<file path="src/rtl/wb_port_arbiter_if.sv">
// Bus bundle between the writeback arbiter, the W stage, the long-latency unit and the
// register-file write port.
interface wb_port_arbiter_if;
    logic        RegWriteW;
    logic [4:0]  RdW;
    logic [31:0] ResultW;
    logic        ml_valid;
    logic [4:0]  ml_rd;
    logic [31:0] ml_data;
    logic        ml_ready;
    logic        stall_w;
    logic        rf_we;
    logic [4:0]  rf_rd;
    logic [31:0] rf_wd;

    modport slave (
        input  RegWriteW, RdW, ResultW, ml_valid, ml_rd, ml_data,
        output ml_ready, stall_w, rf_we, rf_rd, rf_wd
    );

    modport master (
        output RegWriteW, RdW, ResultW, ml_valid, ml_rd, ml_data,
        input  ml_ready, stall_w, rf_we, rf_rd, rf_wd
    );
endinterface

</file>
<file path="src/rtl/wb_port_arbiter.sv">
// Shares the single register-file write port between the W stage and a buffered
// long-latency unit, keeping per-register write order and bounding buffer starvation.
module wb_port_arbiter #(
    parameter int unsigned DEPTH      = 2,
    parameter int unsigned STARVE_MAX = 4
) (
    input logic              clk,
    input logic              rst,
    wb_port_arbiter_if.slave bus
);
    localparam int unsigned PtrW = (DEPTH > 1) ? $clog2(DEPTH) : 1;
    localparam int unsigned CntW = $clog2(DEPTH + 1);
    localparam int unsigned StW  = (STARVE_MAX > 0) ? $clog2(STARVE_MAX + 1) : 1;
    localparam logic [CntW-1:0] DepthC     = CntW'(DEPTH);
    localparam logic [StW-1:0]  StarveMaxC = StW'(STARVE_MAX);
    localparam logic [PtrW-1:0] LastPtr    = PtrW'(DEPTH - 1);

    typedef enum logic [1:0] {SrcNone, SrcBuf, SrcMl, SrcPipe} src_e;

    logic [4:0]       rd_q   [DEPTH];
    logic [4:0]       rd_d   [DEPTH];
    logic [31:0]      data_q [DEPTH];
    logic [31:0]      data_d [DEPTH];
    logic [DEPTH-1:0] vld_q, vld_d;
    logic [PtrW-1:0]  head_q, head_d, tail_q, tail_d;
    logic [CntW-1:0]  occ_q, occ_d;
    logic [StW-1:0]   starve_q, starve_d;

    logic        empty, buf_match, hazard, pop, push, stall;
    logic [4:0]  sel_rd;
    logic [31:0] sel_wd;
    src_e        src;

    function automatic logic [PtrW-1:0] ptr_inc(input logic [PtrW-1:0] p);
        return (p == LastPtr) ? '0 : p + 1'b1;
    endfunction

    assign empty        = (occ_q == '0);
    assign bus.ml_ready = (occ_q < DepthC);

    always_comb begin
        buf_match = 1'b0;
        for (int i = 0; i < DEPTH; i++) begin
            if (vld_q[i] && (rd_q[i] == bus.RdW)) buf_match = 1'b1;
        end
    end

    assign hazard = bus.RegWriteW && (bus.RdW != 5'd0) &&
                    (buf_match || (bus.ml_valid && (bus.ml_rd == bus.RdW)));

    // Grant priority: forced drain, same-cycle ml collision, pipeline, drain, bypass.
    always_comb begin
        src      = SrcNone;
        stall    = 1'b0;
        pop      = 1'b0;
        starve_d = starve_q;
        if (!empty && ((starve_q == StarveMaxC) || hazard)) begin
            src      = SrcBuf;
            pop      = 1'b1;
            stall    = bus.RegWriteW;
            starve_d = '0;
        end else if (empty && hazard) begin
            src   = SrcMl;
            stall = 1'b1;
        end else if (bus.RegWriteW) begin
            src = SrcPipe;
            if (!empty && (starve_q != StarveMaxC)) starve_d = starve_q + 1'b1;
        end else if (!empty) begin
            src      = SrcBuf;
            pop      = 1'b1;
            starve_d = '0;
        end else if (bus.ml_valid) begin
            src = SrcMl;
        end
        if (empty) starve_d = '0;
    end

    always_comb begin
        sel_rd = '0;
        sel_wd = '0;
        unique case (src)
            SrcBuf:  begin sel_rd = rd_q[head_q]; sel_wd = data_q[head_q]; end
            SrcMl:   begin sel_rd = bus.ml_rd;    sel_wd = bus.ml_data;    end
            SrcPipe: begin sel_rd = bus.RdW;      sel_wd = bus.ResultW;    end
            default: begin sel_rd = '0;           sel_wd = '0;             end
        endcase
    end

    // Writes are suppressed during reset so discarded entries never reach the file.
    assign bus.rf_we   = (src != SrcNone) && (sel_rd != 5'd0) && !rst;
    assign bus.rf_rd   = sel_rd;
    assign bus.rf_wd   = sel_wd;
    assign bus.stall_w = stall && !rst;

    assign push = bus.ml_valid && bus.ml_ready && (src != SrcMl);

    always_comb begin
        rd_d   = rd_q;
        data_d = data_q;
        vld_d  = vld_q;
        head_d = head_q;
        tail_d = tail_q;
        occ_d  = occ_q;
        if (push) begin
            rd_d[tail_q]   = bus.ml_rd;
            data_d[tail_q] = bus.ml_data;
            vld_d[tail_q]  = 1'b1;
            tail_d         = ptr_inc(tail_q);
        end
        if (pop) begin
            vld_d[head_q] = 1'b0;
            head_d        = ptr_inc(head_q);
        end
        case ({push, pop})
            2'b10:   occ_d = occ_q + 1'b1;
            2'b01:   occ_d = occ_q - 1'b1;
            default: occ_d = occ_q;
        endcase
    end

    always_ff @(posedge clk) begin
        if (rst) begin
            vld_q    <= '0;
            head_q   <= '0;
            tail_q   <= '0;
            occ_q    <= '0;
            starve_q <= '0;
        end else begin
            vld_q    <= vld_d;
            head_q   <= head_d;
            tail_q   <= tail_d;
            occ_q    <= occ_d;
            starve_q <= starve_d;
        end
    end

    always_ff @(posedge clk) begin
        rd_q   <= rd_d;
        data_q <= data_d;
    end
endmodule

</file>
<file path="src/flat_wrapper.sv">
// flat-port wrapper written by rule: the top's interface ports become plain ports
module wb_port_arbiter_flat 
#(
    parameter int unsigned DEPTH      = 2,
    parameter int unsigned STARVE_MAX = 4
)
  (clk, rst, bus_RegWriteW, bus_RdW, bus_ResultW, bus_ml_valid, bus_ml_rd, bus_ml_data, bus_ml_ready, bus_stall_w, bus_rf_we, bus_rf_rd, bus_rf_wd);
  wb_port_arbiter_if bus_i ();
  input logic clk;
  input logic rst;
  input wire logic [$bits(bus_i.RegWriteW)-1:0] bus_RegWriteW;
  input wire logic [$bits(bus_i.RdW)-1:0] bus_RdW;
  input wire logic [$bits(bus_i.ResultW)-1:0] bus_ResultW;
  input wire logic [$bits(bus_i.ml_valid)-1:0] bus_ml_valid;
  input wire logic [$bits(bus_i.ml_rd)-1:0] bus_ml_rd;
  input wire logic [$bits(bus_i.ml_data)-1:0] bus_ml_data;
  output wire logic [$bits(bus_i.ml_ready)-1:0] bus_ml_ready;
  output wire logic [$bits(bus_i.stall_w)-1:0] bus_stall_w;
  output wire logic [$bits(bus_i.rf_we)-1:0] bus_rf_we;
  output wire logic [$bits(bus_i.rf_rd)-1:0] bus_rf_rd;
  output wire logic [$bits(bus_i.rf_wd)-1:0] bus_rf_wd;
  assign bus_i.RegWriteW = bus_RegWriteW;
  assign bus_i.RdW = bus_RdW;
  assign bus_i.ResultW = bus_ResultW;
  assign bus_i.ml_valid = bus_ml_valid;
  assign bus_i.ml_rd = bus_ml_rd;
  assign bus_i.ml_data = bus_ml_data;
  assign bus_ml_ready = bus_i.ml_ready;
  assign bus_stall_w = bus_i.stall_w;
  assign bus_rf_we = bus_i.rf_we;
  assign bus_rf_rd = bus_i.rf_rd;
  assign bus_rf_wd = bus_i.rf_wd;
  wb_port_arbiter #(.DEPTH(DEPTH), .STARVE_MAX(STARVE_MAX)) u_core (.clk(clk), .rst(rst), .bus(bus_i));
endmodule
</file>
<file path="config.mk">
export PLATFORM = sky130hd
export DESIGN_NAME = wb_port_arbiter_flat
export DESIGN_NICKNAME = d
export VERILOG_FILES = /design/src/rtl/wb_port_arbiter_if.sv /design/src/rtl/wb_port_arbiter.sv /design/src/flat_wrapper.sv
export SDC_FILE = /design/constraint.sdc
export NUM_CORES = 1
export LEC_CHECK = 0
export ABC_AREA = 1
export CAP_MARGIN = 10
export CORE_MARGIN = 2
export CORE_UTILIZATION = 52
export DETAILED_ROUTE_END_ITERATION = 8
export GPL_TIMING_DRIVEN = 0
export PLACE_DENSITY_LB_ADDON = 0.2
export RECOVER_POWER = 50
export SETUP_SLACK_MARGIN = 0.02
export SYNTH_ARGS = -nofsm -noshare
export SYNTH_HDL_FRONTEND = slang
export SYNTH_SLANG_ARGS = --single-unit
</file>
<file path="constraint.sdc">
create_clock -name clk -period 12.1 [get_ports clk]
set_input_delay 3.63 -clock clk [delete_from_list [all_inputs] [get_ports clk]]
set_output_delay 3.63 -clock clk [all_outputs]
set_load 0.02 [all_outputs]
</file>
# Word level (Yosys, flattened, before mapping)
# Cells that the tools add are included.
# word_totals
output_inout_bits	40
regBits	83
in_bits	78
# classes
n_eq_ne	12
magnitude_cmp	8
n_bitwise	6
add_sub_neg	5
n_mux	38
reduce_logical	27
# op_table
op	n
32-bit 2-to-1 mux	4
32-bit one-hot mux with 3 select lines	1
64-bit bitwise mux	1
32-bit demux with 1-bit select	1
5-bit 2-to-1 mux	4
1-bit logical AND	16
5-bit == test	3
5-bit one-hot mux with 3 select lines	1
2-bit 2-to-1 mux	7
1-bit 2-to-1 mux	12
10-bit bitwise mux	1
5-bit nonzero test	2
2-bit == test, second input constant	3
3-bit 2-to-1 mux	2
5-bit demux with 1-bit select	1
2-bit by 1-bit == test with 1-bit output, second input constant	2
2-bit >= comparator, second input constant	2
1-bit by 2-bit < comparator with 1-bit output, second input constant	2
1-bit inverter with 2-bit output	2
2-bit one-hot mux with 2 select lines	1
2-bit nonzero test	2
3-bit by 1-bit adder with 3-bit output, second input constant	1
3-bit == test, second input constant	1
3-bit inequality test, second input constant	1
18 further kinds	23

# Depth between registers and ports, before layout
# Gate-level depths: netlist of the first run.
# depth
ltp_word	14
depth_mapped	16
mapped_depth_nobuf	16

# Worst setup path before layout of the first run
# No wires, ideal clock.
# synth_timing
path_type	in2out
start	input port bus_RdW[2]
end	output port bus_rf_wd[20]
path_buffers	0
required_time_ns	8.470
path_slack_ns	3.513
path_stages	11
arrival_ns	4.957
cell_sequence	inv_2 > nand2_1 > a21oi_1 > nand3_1 > nand3_2 > nand2_4 > nand2_4 > nand2_4 > nand2_8 > inv_4 > o311ai_1
# synth_via
elab_chain_len	11
elab_cells_between_ends	21
cone_classes	eq/ne: 6; mux: 5; reduce/logical: 10
# synth_lines
item	line	text
from (decl)	flat_wrapper.sv:12	input wire logic [$bits(bus_i.RdW)-1:0] bus_RdW;
5-bit == test	wb_port_arbiter.sv:44	if (vld_q[i] && (rd_q[i] == bus.RdW)) buf_match = 1'b1;
1-bit logical AND	wb_port_arbiter.sv:44	
1-bit 2-to-1 mux (2 in a row)	wb_port_arbiter.sv:44	
1-bit logical OR	wb_port_arbiter.sv:49	(buf_match || (bus.ml_valid && (bus.ml_rd == bus.RdW)));
1-bit logical AND *	wb_port_arbiter.sv:48	assign hazard = bus.RegWriteW && (bus.RdW != 5'd0) &&
1-bit logical AND / 1-bit logical OR (equally long branches)	wb_port_arbiter.sv:62, wb_port_arbiter.sv:57	
2-bit 2-to-1 mux / 1-bit logical AND (equally long branches)	wb_port_arbiter.sv:62, wb_port_arbiter.sv:57	
2-bit 2-to-1 mux *	wb_port_arbiter.sv:57	if (!empty && ((starve_q == StarveMaxC) || hazard)) begin
2-bit == test / 2-bit by 1-bit == test with 1-bit output (equally long branches)	wb_port_arbiter.sv:81	unique case (src)
32-bit one-hot mux with 3 select lines *	wb_port_arbiter.sv:81	
to (decl)	flat_wrapper.sv:21	output wire logic [$bits(bus_i.rf_wd)-1:0] bus_rf_wd;
# Mark *: on every way between the ends. The rest lies on a longest branch, timed or not.

# Final worst setup path of the first run
# layout_timing
start	input port bus_ml_rd[1]
end	output port bus_rf_wd[22]
# layout_via
elab_chain_len	9
elab_cells_between_ends	13
cone_classes	eq/ne: 4; mux: 3; reduce/logical: 6
# layout_lines
item	line	text
from (decl)	flat_wrapper.sv:15	input wire logic [$bits(bus_i.ml_rd)-1:0] bus_ml_rd;
5-bit == test *	wb_port_arbiter.sv:49	
1-bit logical AND *	wb_port_arbiter.sv:49	
1-bit logical OR *	wb_port_arbiter.sv:49	
1-bit logical AND *	wb_port_arbiter.sv:48	
1-bit logical AND / 1-bit logical OR (equally long branches)	wb_port_arbiter.sv:62, wb_port_arbiter.sv:57	
2-bit 2-to-1 mux / 1-bit logical AND (equally long branches)	wb_port_arbiter.sv:62, wb_port_arbiter.sv:57	
2-bit 2-to-1 mux *	wb_port_arbiter.sv:57	
2-bit == test / 2-bit by 1-bit == test with 1-bit output (equally long branches)	wb_port_arbiter.sv:81	
32-bit one-hot mux with 3 select lines *	wb_port_arbiter.sv:81	
# Marked as above.

==> impl_metrics.csv, run 1 <==
group,metric,value,unit
yosys,synthSimpleGateAreaFrac,0.195,
cells_and_area,syn_to_final_growth,34.8,%
cts,clockBufferDepth,2,
grt,grt_util_all_layers,0.250,
grt,grt_start_max_net_pins,23,
worst_hold_path,hp-class,"flip-flop to flip-flop",
critical_path,slowest_stage,"clkdlybuf4s50_1",
critical_path,crit_chain,"dlygate4sd3_1 -> inv_1 -> nand2_1 -> nand2_1 -> nor2_1 -> nand3_1 -> nand3_1 -> nand2_1 -> a21oi_1 -> nand2_2 -> inv_2 -> buf_6 -> nand2_1 -> o311ai_1 -> clkdlybuf4s50_1",
timing,slew_viol_final,20,
die,rows,33,
run_status,status,"finished, violations left",
timing,final_hold_viol_count,0,
cts,cts_buffers,9,
run,cap_viol_max_count,1,
cts,cts-htree-levels,3,
cts,cts.sinks,83,
routing,wirelength,10700,um
cts,hold_buffers,0,
grt,gr-max-usage-layer,"met2",
grt,grt_pass1_wl,17100,um
cts,cts_setup_buffers,0,
die,core-area,8130,um2
critical_path,cp.required,8.47,ns
cells_and_area,mostFrequentLayoutCell,"nor2_1",
placed_design,hpwl,7700,um
timing,rsz0062_at_grt,"no",
worst_hold_path,hold_depth,1,
critical_path,worstRegToRegCells,12,
yosys,syn-num-nets,497,
routing,via_per_inst,5.30,
critical_path,crit_path_max_fanout,10,
cells_and_area,layout-drive-gt1-share,0.151,
placed_design,gp_congestion,0.898,
placed_design,placed_area,5690,um2
die,ios,118,
critical_path,worstSetupEndpoint,"bus_rf_wd[22]",
die,die_w,95.2,um
die,die_h,95.2,um
run_status,violations,"max-capacitance violations, max-slew violations",
die,start_util,0.531,
critical_path,cp.arrival,6.74,ns
yosys,synth_top_area_share,0.514,
yosys,synth-seq-cells,83,
grt,grt.overflow.total,0,
yosys,synth_xor_area_frac,0.00405,
grt,antenna_found_initial,0,
yosys,yosysSeqAreaShare,0.556,
cells_and_area,fin_nets,627,
grt,met1_usage,0.323,
routing,wire_per_inst,16.3,um
timing,timing.fmax,96.4,MHz
cells_and_area,final_cell_mix,"95 x nor2_1, 91 x nand2_1, 79 x clkdlybuf4s50_1, 74 x edfxtp_1, 38 x dlygate4sd3_1",
die,die_area,9060,um2
placed_design,port_buffers,117,
timing,period_minus_slack,10.37,ns
critical_path,critPathCaptureType,"output port",
grt,first_global_vias,3526,
routing,drc_errors,0,
timing,setup_violations,0,
critical_path,crit_start,"bus_ml_rd[1]",
grt,grt_util_met3,0.0403,
yosys,netlist_instances,416,
timing,fin_tns_setup,0,ns
yosys,synthMuxAreaShare,0,
grt,use_met2,0.437,
routing,drtAntennaViolNets,0,
yosys,yosys_warnings,0,
routing,vias,3477,
routing,initialDrtViolationCount,150,
power_and_ir_drop,leakage,0.00220,uW
critical_path,startpoint_type,"input pin",
routing,dr.pass1.iters,4,
timing,period_share,0.857,
yosys,synth_top_family_by_area,"simple AND/OR/NAND/NOR gates",
power_and_ir_drop,powerDensity,176,nW/um2
yosys,synth_area_per_cell,10.4,um2
cts,clk_latency,0.35,ns
timing,skew,0.0139,ns
yosys,synth_cell_types,30,
cells_and_area,diodes,0,
critical_path,path_class,"input pin to output port",
yosys,syn_area,4320,um2
cts,cts-root-buf,"clkbuf_8",
critical_path,r2r_start,"u_core.rd_q[4]",
cts,cts_tree,"yes",
yosys,yosys-top-cells-area,"edfxtp_1 51%, nor2_1 8.3%, nand2_1 7.6%, o31ai_2 5.2%, a22oi_2 4.6%",
critical_path,rrSetupSlack,8.42,ns
yosys,synth_area_leader_cell,"edfxtp_1",
cells_and_area,finish.instance_area,5830,um2
cts,clk_pin_slew,0.09,ns
cells_and_area,fin_util,0.716,
yosys,synth_compound_area_frac,0.180,
timing,tightest_slew,1.95,ns
power_and_ir_drop,vdd_drop_max,97.4,uV
critical_path,cp_common_cell,"nand2_1",
timing,slew_headroom,-0.304,
cts,cts_resized,0,
yosys,synth-adder-area-share,0.00869,
critical_path,r2r_end,"u_core.data_q[5]",
critical_path,cp_slowest_stage_delay,0.69,ns
[metal layers]
metal  share of wire  up-vias
met1            0.42     1648
met2            0.51      116
li1                -     1706
met3           0.062        7
met4          0.0067        0
met5               0        -
[synth_stat cells (all sizes together)]
cell,instances
ha,3
buf,9
a21oi,9
o21ai,12
edfxtp,74
inv,34
dfxtp,9
nand3,14
nand2,93
xor2,2
o2111ai,1
o211ai,1
nand4,2
o31ai,18
a22oi,18
o311ai,14
nor2,96
clkbuf,7
[cells by family after synthesis]
family,count (synthesis)
xor+xnor,2
buf+inv,50
compound gates,73
fa+ha+maj,3
simple gates,205
flops,83
[layout make-up]
type | count | area [um2]
Sequential cell | 83 | 2400
Inverter | 34 | 130
Clock buffer | 10 | 128
Multi-Input combinational cell | 283 | 1630
Timing Repair Buffer | 119 | 1230
Fill cell | 608 | 2310
Tap cell | 105 | 131
Clock inverter | 6 | 65.1
Buffer | 16 | 114
[critical path, delay by kind of cell]
kind | cells | cell delay [ns]
buf+inv | 5 | 1.77
compound gates | 2 | 0.57
simple gates | 8 | 0.75
[worst min path at each step]
stage                                     to               start
final                     u_core.starve_q[0]  u_core.starve_q[0]
after global routing      u_core.starve_q[0]  u_core.starve_q[0]
after CTS                 u_core.starve_q[0]  u_core.starve_q[0]
after detailed placement  u_core.starve_q[0]  u_core.starve_q[0]
after global placement    u_core.starve_q[0]  u_core.starve_q[0]
after floorplan           u_core.starve_q[0]  u_core.starve_q[0]
[power breakdown]
part	total, uW	internal, uW	switching (uW)
sequential	382	366	15.4
clock	195	95.4	99.5
combinational	449	185	264
[metrics by stage]
stage	total power [uW]	cells	hold slack (ns)	worst slack, ns
floorplan	658	416	0.417	3.51
global placement	834	638	0.428	2.14
detailed placement	851	640	0.438	2.14
CTS	1040	656	0.459	2.12
global route	1080	656	0.494	1.50
finish	1030	656	0.459	1.73
[registers in the layout, summed over array words and instances, names as in the netlist]
signal	cells
u_core.data_q	64
u_core.starve_q	3
u_core.head_q	1
u_core.occ_q	2
u_core.tail_q	1
u_core.vld_q	2
u_core.rd_q	10
(Power assumes the default switching activity.)
==> run 2, diff against run 1 <==
PLACE_DENSITY = 0.85   (was unset)
PLACE_DENSITY_LB_ADDON = unset   (was 0.2)
SETUP_SLACK_MARGIN = 0.3   (was 0.02)
SLEW_MARGIN = 20   (was unset)
==> run 2 against run 1 <==
Net effect:
- the run still ends with max-capacitance violations, max-slew violations left
- clock skew shrank 0.0038 ns
- routed wire length grew 1.4%
- count of clock-buffer cells in the layout grew 2
- die area is the same
- sequential power is essentially flat
- final cell count is the same
- clock power shrank 12%
- hold slack gained 0.0063 ns
- sequential cell count is the same
- total power shrank 1.9%
- critical path type unchanged
- critical endpoint is now bus_rf_wd[20]
- largest power group unchanged
==> impl_metrics.csv, run 2 (synthesis results as in run 1) <==
group,metric,value,unit
run_status,status,"finished, violations left",
run_status,violations,"max-capacitance violations, max-slew violations",
critical_path,cp_num_buf_inv,5,
power_and_ir_drop,p_comb_frac,0.449,
timing,skew,0.0101,ns
grt,grt_start_max_net_pins,23,
cts,clk_pin_slew,0.08,ns
critical_path,critPathCaptureType,"output port",
grt,antenna_found_initial,0,
cells_and_area,top_regs,"u_core.data_q (64), u_core.rd_q (10), u_core.starve_q (3)",
die,start_util,0.531,
cells_and_area,layout-drive-gt1-share,0.147,
power_and_ir_drop,seq_power_share,0.381,
routing,wl_met1,4300,um
critical_path,rrSetupSlack,8.53,ns
worst_hold_path,hp-start,"u_core.starve_q[0]",
critical_path,cp_slowest_stage_delay,0.72,ns
routing,drc_errors,0,
critical_path,worstRegToRegCells,12,
die,die_h,95.2,um
cts,cts-root-buf,"clkbuf_8",
cells_and_area,final_cell_mix,"96 x nor2_1, 90 x nand2_1, 79 x clkdlybuf4s50_1, 74 x edfxtp_1, 38 x dlygate4sd3_1",
grt,grt.overflow.total,0,
worst_hold_path,holdPathEnd,"u_core.starve_q[0]",
die,die_area,9060,um2
power_and_ir_drop,sw_frac_of_total,0.377,
timing,period_minus_slack,10.31,ns
timing,tightest_slew,1.91,ns
routing,wl_met2,5720,um
cts,cts.sinks,83,
worst_hold_path,hp-class,"flip-flop to flip-flop",
routing,initialDrtViolationCount,297,
cts,cts-htree-levels,3,
placed_design,gp_congestion,0.880,
placed_design,port_buffers,117,
power_and_ir_drop,p_total,1010,uW
critical_path,startpoint_type,"input pin",
routing,drtAntennaViolNets,0,
die,rows,33,
cts,hold_buffers,0,
critical_path,cp.arrival,6.68,ns
power_and_ir_drop,vdd_drop_max,96.3,uV
cells_and_area,mostFrequentLayoutCell,"nor2_1",
run,cap_viol_max_count,2,
critical_path,crit_path_max_fanout,10,
cells_and_area,largest_reg_flops,64,
cells_and_area,fin_cells,656,
routing,dr.pass1.iters,5,
timing,timing.fmax,97.0,MHz
cts,cts_buffers,9,
cells_and_area,regMostFlops,"u_core.data_q",
die,core-area,8130,um2
power_and_ir_drop,intPower,627,uW
cts,clockBufferDepth,2,
routing,via_per_inst,5.45,
worst_hold_path,hold_depth,1,
routing,wl_met3,566,um
critical_path,cp_common_cell,"nand2_1",
timing,slew_headroom,-0.280,
cells_and_area,syn_to_final_growth,34.3,%
timing,setup_violations,0,
power_and_ir_drop,leakage,0.00219,uW
critical_path,cp_top_family,"buffers and inverters",
routing,wire_per_inst,16.5,um
grt,grt_pass1_wl,17500,um
timing,final_hold_viol_count,0,
critical_path,r2r_start,"u_core.rd_q[3]",
routing,vias,3573,
cells_and_area,fin_util,0.714,
die,die_w,95.2,um
power_and_ir_drop,p_switching,379,uW
critical_path,r2r_end,"u_core.data_q[59]",
critical_path,path_class,"input pin to output port",
die,ios,118,
cts,cts_setup_buffers,0,
cts,clk_latency,0.35,ns
timing,period_share,0.852,
critical_path,crit_chain,"dlygate4sd3_1 -> inv_1 -> nand2_1 -> nand2_1 -> nor2_1 -> nand3_1 -> nand3_1 -> nand2_1 -> a21oi_1 -> nand2_2 -> inv_2 -> buf_6 -> nand2_1 -> o311ai_1 -> clkdlybuf4s50_1",
placed_design,dp.cells,640,
cells_and_area,fin_nets,627,
timing,fin_tns_setup,0,ns
cts,cts_resized,0,
timing,slew_viol_final,36,
cells_and_area,fillers,615,
cells_and_area,diodes,0,
timing,rsz0062_at_grt,"no",
grt,first_global_vias,3611,
cts,cts_tree,"yes",
power_and_ir_drop,clockPowerShare,0.170,
critical_path,cp.required,8.47,ns
grt,grt_util_all_layers,0.254,
routing,highest_layer,"met4",
critical_path,slowest_stage,"clkdlybuf4s50_1",
power_and_ir_drop,powerDensity,173,nW/um2
placed_design,hpwl,8020,um
routing,wirelength,10900,um
==> run 2: changes by cell type in the layout (fill, tap and decap cells not counted) <==
cell	previous run	this run
bufinv_16	1	0
clkbuf_1	8	10
clkinv_4	0	1
clkinvlp_4	3	2
inv_6	1	0
nand2_1	91	90
nand2_8	0	1
nor2_1	95	96
nor2_4	1	0
o21ai_0	7	8
o21ai_1	5	4
==> run 2: power groups by stage <==
stage          logic, uW  clock network [uW]  registers (uW)
2_1_floorplan        272                   0             386
3_3_place_gp         440                   0             390
3_5_place_dp         461                   0             389
4_1_cts              464                 172             383
5_1_grt              486                 185             387
6_report             452                 171             383
==> run 2: through the flow <==
stage / area, um2 / setup WS [ns] / hold WS, ns
floorplan: 4320 / 3.51 / 0.417
global placement: 5620 / 2.20 / 0.431
detailed placement: 5690 / 2.14 / 0.456
CTS: 5860 / 2.14 / 0.467
global route: 5810 / 1.63 / 0.495
finish: 5810 / 1.79 / 0.465
==> run 2: worst max-delay path by stage <==
stage | from | to | slack (ns) | cells past startpoint
final | bus_ml_rd[3] | bus_rf_wd[20] | 1.79 | 15
after global routing | bus_ml_rd[0] | bus_rf_wd[20] | 1.63 | 15
after CTS | bus_RdW[3] | bus_rf_wd[20] | 2.14 | 15
after detailed placement | bus_RdW[3] | bus_rf_wd[20] | 2.14 | 15
after global placement | bus_RdW[3] | bus_rf_wd[13] | 2.20 | 15
after floorplan | bus_RdW[2] | bus_rf_wd[20] | 3.51 | 11
==> run 2: area by class of cell <==
cell class	instances	area, um2	area share
clock buffers	12	135	0.0233
repair buffers	119	1230	0.211
plain buffers	16	114	0.0196
multi-input cells	283	1640	0.282
clock inverters	4	27.5	0.00474
inverters	34	130	0.0224
well taps	105	131	0.0226
flip-flops and latches	83	2400	0.414
==> run 2: routing by layer <==
layer,vias to the layer above,global-route usage
li1,1711,-
met1,1718,0.307
met2,121,0.444
met3,23,0.0593
met4,0,0.0918
met5,-,0
==> run 3, diff against run 2 <==
ABC_AREA = unset   (was 1)
CORE_UTILIZATION = 51   (was 52)
PLACE_DENSITY = 0.86   (was 0.85)
==> run 3 against run 2 <==
Net effect:
- the flow still finishes with violations (max-capacitance violations, max-slew violations)
- sequential share of layout area increased by 1.4 points
- final cell count decreased by 12%
- maximum frequency decreased by 5.2%
- largest power group is now sequential cells
- register-to-register slack improved by 0.04 ns
- utilization increased by 1.3 points
- hold slack improved by 0.0037 ns
- clock power increased by 43%
- sequential power about the same
- die area decreased by 3.8%
- non-clock buffer count increased by 2
- routed wire length decreased by 2.4%
- synthesized area decreased by 5.8%
==> impl_metrics.csv, run 3 <==
group,metric,value,unit
yosys,async_flop_share,0,
cts,clockBufferDepth,2,
cts,cts-root-buf,"clkbuf_8",
timing,timing.fmax,91.9,MHz
grt,grt_util_all_layers,0.255,
timing,skew,0.00992,ns
yosys,syn_area,4070,um2
yosys,netlist_instances,343,
cells_and_area,fillers,539,
power_and_ir_drop,leakage,0.00187,uW
die,die_h,93.4,um
die,die_w,93.4,um
yosys,syn-num-nets,424,
routing,wirelength,10600,um
critical_path,cp_slowest_stage_delay,0.66,ns
critical_path,slowest_stage,"clkdlybuf4s50_1",
yosys,synthTopCellsByCount,"74 x edfxtp_1, 37 x mux2i_1, 27 x nand2_1, 27 x nor2_1, 21 x o21ai_1",
grt,grt_start_max_net_pins,39,
placed_design,port_buffers,116,
cts,cts_buffers,9,
die,ios,118,
timing,final_hold_viol_count,0,
timing,fin_ws,1.22,ns
run_status,status,"finished, violations left",
routing,vias,3329,
timing,slew_headroom,-0.0494,
cells_and_area,regMostFlops,"u_core.data_q",
routing,dr.pass1.iters,4,
cts,clk_pin_slew,0.08,ns
power_and_ir_drop,powerDensity,178,nW/um2
timing,tightest_slew,1.57,ns
grt,antenna_found_initial,0,
yosys,synth_cell_types,46,
routing,wire_per_inst,18.3,um
cells_and_area,final_cell_mix,"77 x clkdlybuf4s50_1, 74 x edfxtp_1, 39 x dlygate4sd3_1, 37 x mux2i_1",
routing,via_per_inst,5.76,
yosys,synth_top_family_by_area,"compound AO/OA/AOI/OAI gates",
critical_path,cp.required,8.47,ns
critical_path,crit_path_max_fanout,10,
cts,cts_tree,"yes",
critical_path,cp_common_cell,"o21ai_1",
cells_and_area,top_regs,"u_core.data_q (64), u_core.rd_q (10), u_core.starve_q (3)",
routing,drtAntennaViolNets,0,
cts,clk_latency,0.35,ns
cells_and_area,fin_nets,552,
cells_and_area,layout-drive-gt1-share,0.0504,
routing,initialDrtViolationCount,179,
placed_design,hpwl,7580,um
yosys,synth-adder-area-share,0.00922,
grt,first_global_vias,3570,
cts,cts_setup_buffers,0,
yosys,yosysSeqAreaShare,0.590,
yosys,synthMuxAreaShare,0.0909,
cells_and_area,diodes,0,
cells_and_area,syn_to_final_growth,37.9,%
yosys,synth-edff-count,74,
critical_path,crit_chain,"dlygate4sd3_1 -> or4_1 -> o21a_1 -> o21ai_1 -> clkbuf_1 -> a22oi_1 -> o21ai_1 -> clkdlybuf4s50_1",
yosys,synth_top_area_share,0.546,
run_status,violations,"max-capacitance violations, max-slew violations",
die,start_util,0.527,
cts,cts_resized,0,
timing,period_minus_slack,10.88,ns
timing,setup_violations,0,
yosys,synth_area_leader_cell,"edfxtp_1",
critical_path,startpoint_type,"input pin",
power_and_ir_drop,vdd_drop_max,157,uV
die,core-area,7730,um2
cts,hold_buffers,0,
yosys,yosys_warnings,0,
cts,cts-htree-levels,3,
yosys,synth_xor_area_frac,0.0387,
placed_design,gp_congestion,0.880,
cells_and_area,finish.instance_area,5620,um2
worst_hold_path,hp-class,"flip-flop to flip-flop",
yosys,yosysMostFrequentCell,"edfxtp_1",
yosys,synth_compound_area_frac,0.167,
critical_path,path_class,"input pin to output port",
yosys,synthSimpleGateAreaFrac,0.0731,
timing,fin_tns_setup,0,ns
yosys,yosys-top-cells-area,"edfxtp_1 55%, mux2i_1 9.1%, dfxtp_1 4.4%, xnor2_1 3.4%, a22oi_1 3.1%",
timing,period_share,0.899,
critical_path,cp.arrival,7.25,ns
run,cap_viol_max_count,1,
grt,grt.overflow.total,0,
yosys,synth-seq-cells,83,
placed_design,placed_area,5390,um2
grt,grt_pass1_wl,17200,um
cells_and_area,largest_reg_flops,64,
cts,cts.sinks,83,
timing,slew_viol_final,39,
timing,rsz0062_at_grt,"no",
die,die_area,8720,um2
cells_and_area,mostFrequentLayoutCell,"clkdlybuf4s50_1",
critical_path,critPathCaptureType,"output port",
placed_design,dpl_worst_slack,1.43,ns
yosys,synth_area_per_cell,11.9,um2
routing,drc_errors,0,
timing,whs,0.469,ns
die,rows,32,
yosys,yosys_most_used_dff,"edfxtp_1",
run 3: area by class of cell:
type | instances | area [um2] | area share
inverters | 10 | 37.5 | 0.00668
plain buffers | 20 | 80.1 | 0.0143
well taps | 102 | 128 | 0.0227
flip-flops and latches | 83 | 2400 | 0.428
repair buffers | 117 | 1180 | 0.210
clock buffers | 9 | 124 | 0.0220
multi-input cells | 230 | 1540 | 0.274
clock inverters | 7 | 125 | 0.0223
run 3: kinds of logic (layout without fill, tap and decap cells):
group,count (synthesis),after routing
simple gates,68,68
mux,37,37
buf+inv,30,163
fa+ha+maj,3,3
compound gates,104,104
flops,83,83
xor+xnor,18,18
run 3: layer usage:
metal	track usage	vias up	wire length [um]	part of all wire
met1	0.313	1593	4190	0.40
li1	-	1571	-	-
met4	0.0833	0	191	0.018
met2	0.436	145	5440	0.51
met3	0.0709	20	770	0.073
met5	0	-	0	0
run 3: power breakdown:
group	leakage, uW	internal [uW]	total, uW	switching, uW
clock network	0.000118	139	244	105
registers	0.000761	364	380	16.2
logic	0.000988	158	374	216
run 3: worst paths after layout:
| kind | from | depth (start not counted) | end | slack, ns |
|---|---|---|---|---|
| min | u_core.starve_q[0] | 1 | u_core.starve_q[0] | 0.47 |
| max | bus_RdW[4] | 8 | bus_rf_wd[15] | 1.22 |
| min reg2reg | u_core.starve_q[0] | 1 | u_core.starve_q[0] | 0.47 |
| max reg2reg | u_core.rd_q[8] | 9 | u_core.data_q[8] | 8.57 |
run 3: worst max-delay path, delay by kind of cell:
kind	cells	cell delay (ns)
AOI/OAI and AO/OA	4	1.20
buffers and inverters	3	1.78
and+or+nand+nor	1	0.63
run 3: metrics by stage:
stage | cells | power (uW) | util
floorplan | 343 | 603 | -
global placement | 561 | 751 | 0.694
detailed placement | 562 | 763 | 0.697
CTS | 578 | 1010 | 0.730
global route | 578 | 1040 | 0.727
finish | 578 | 997 | 0.727
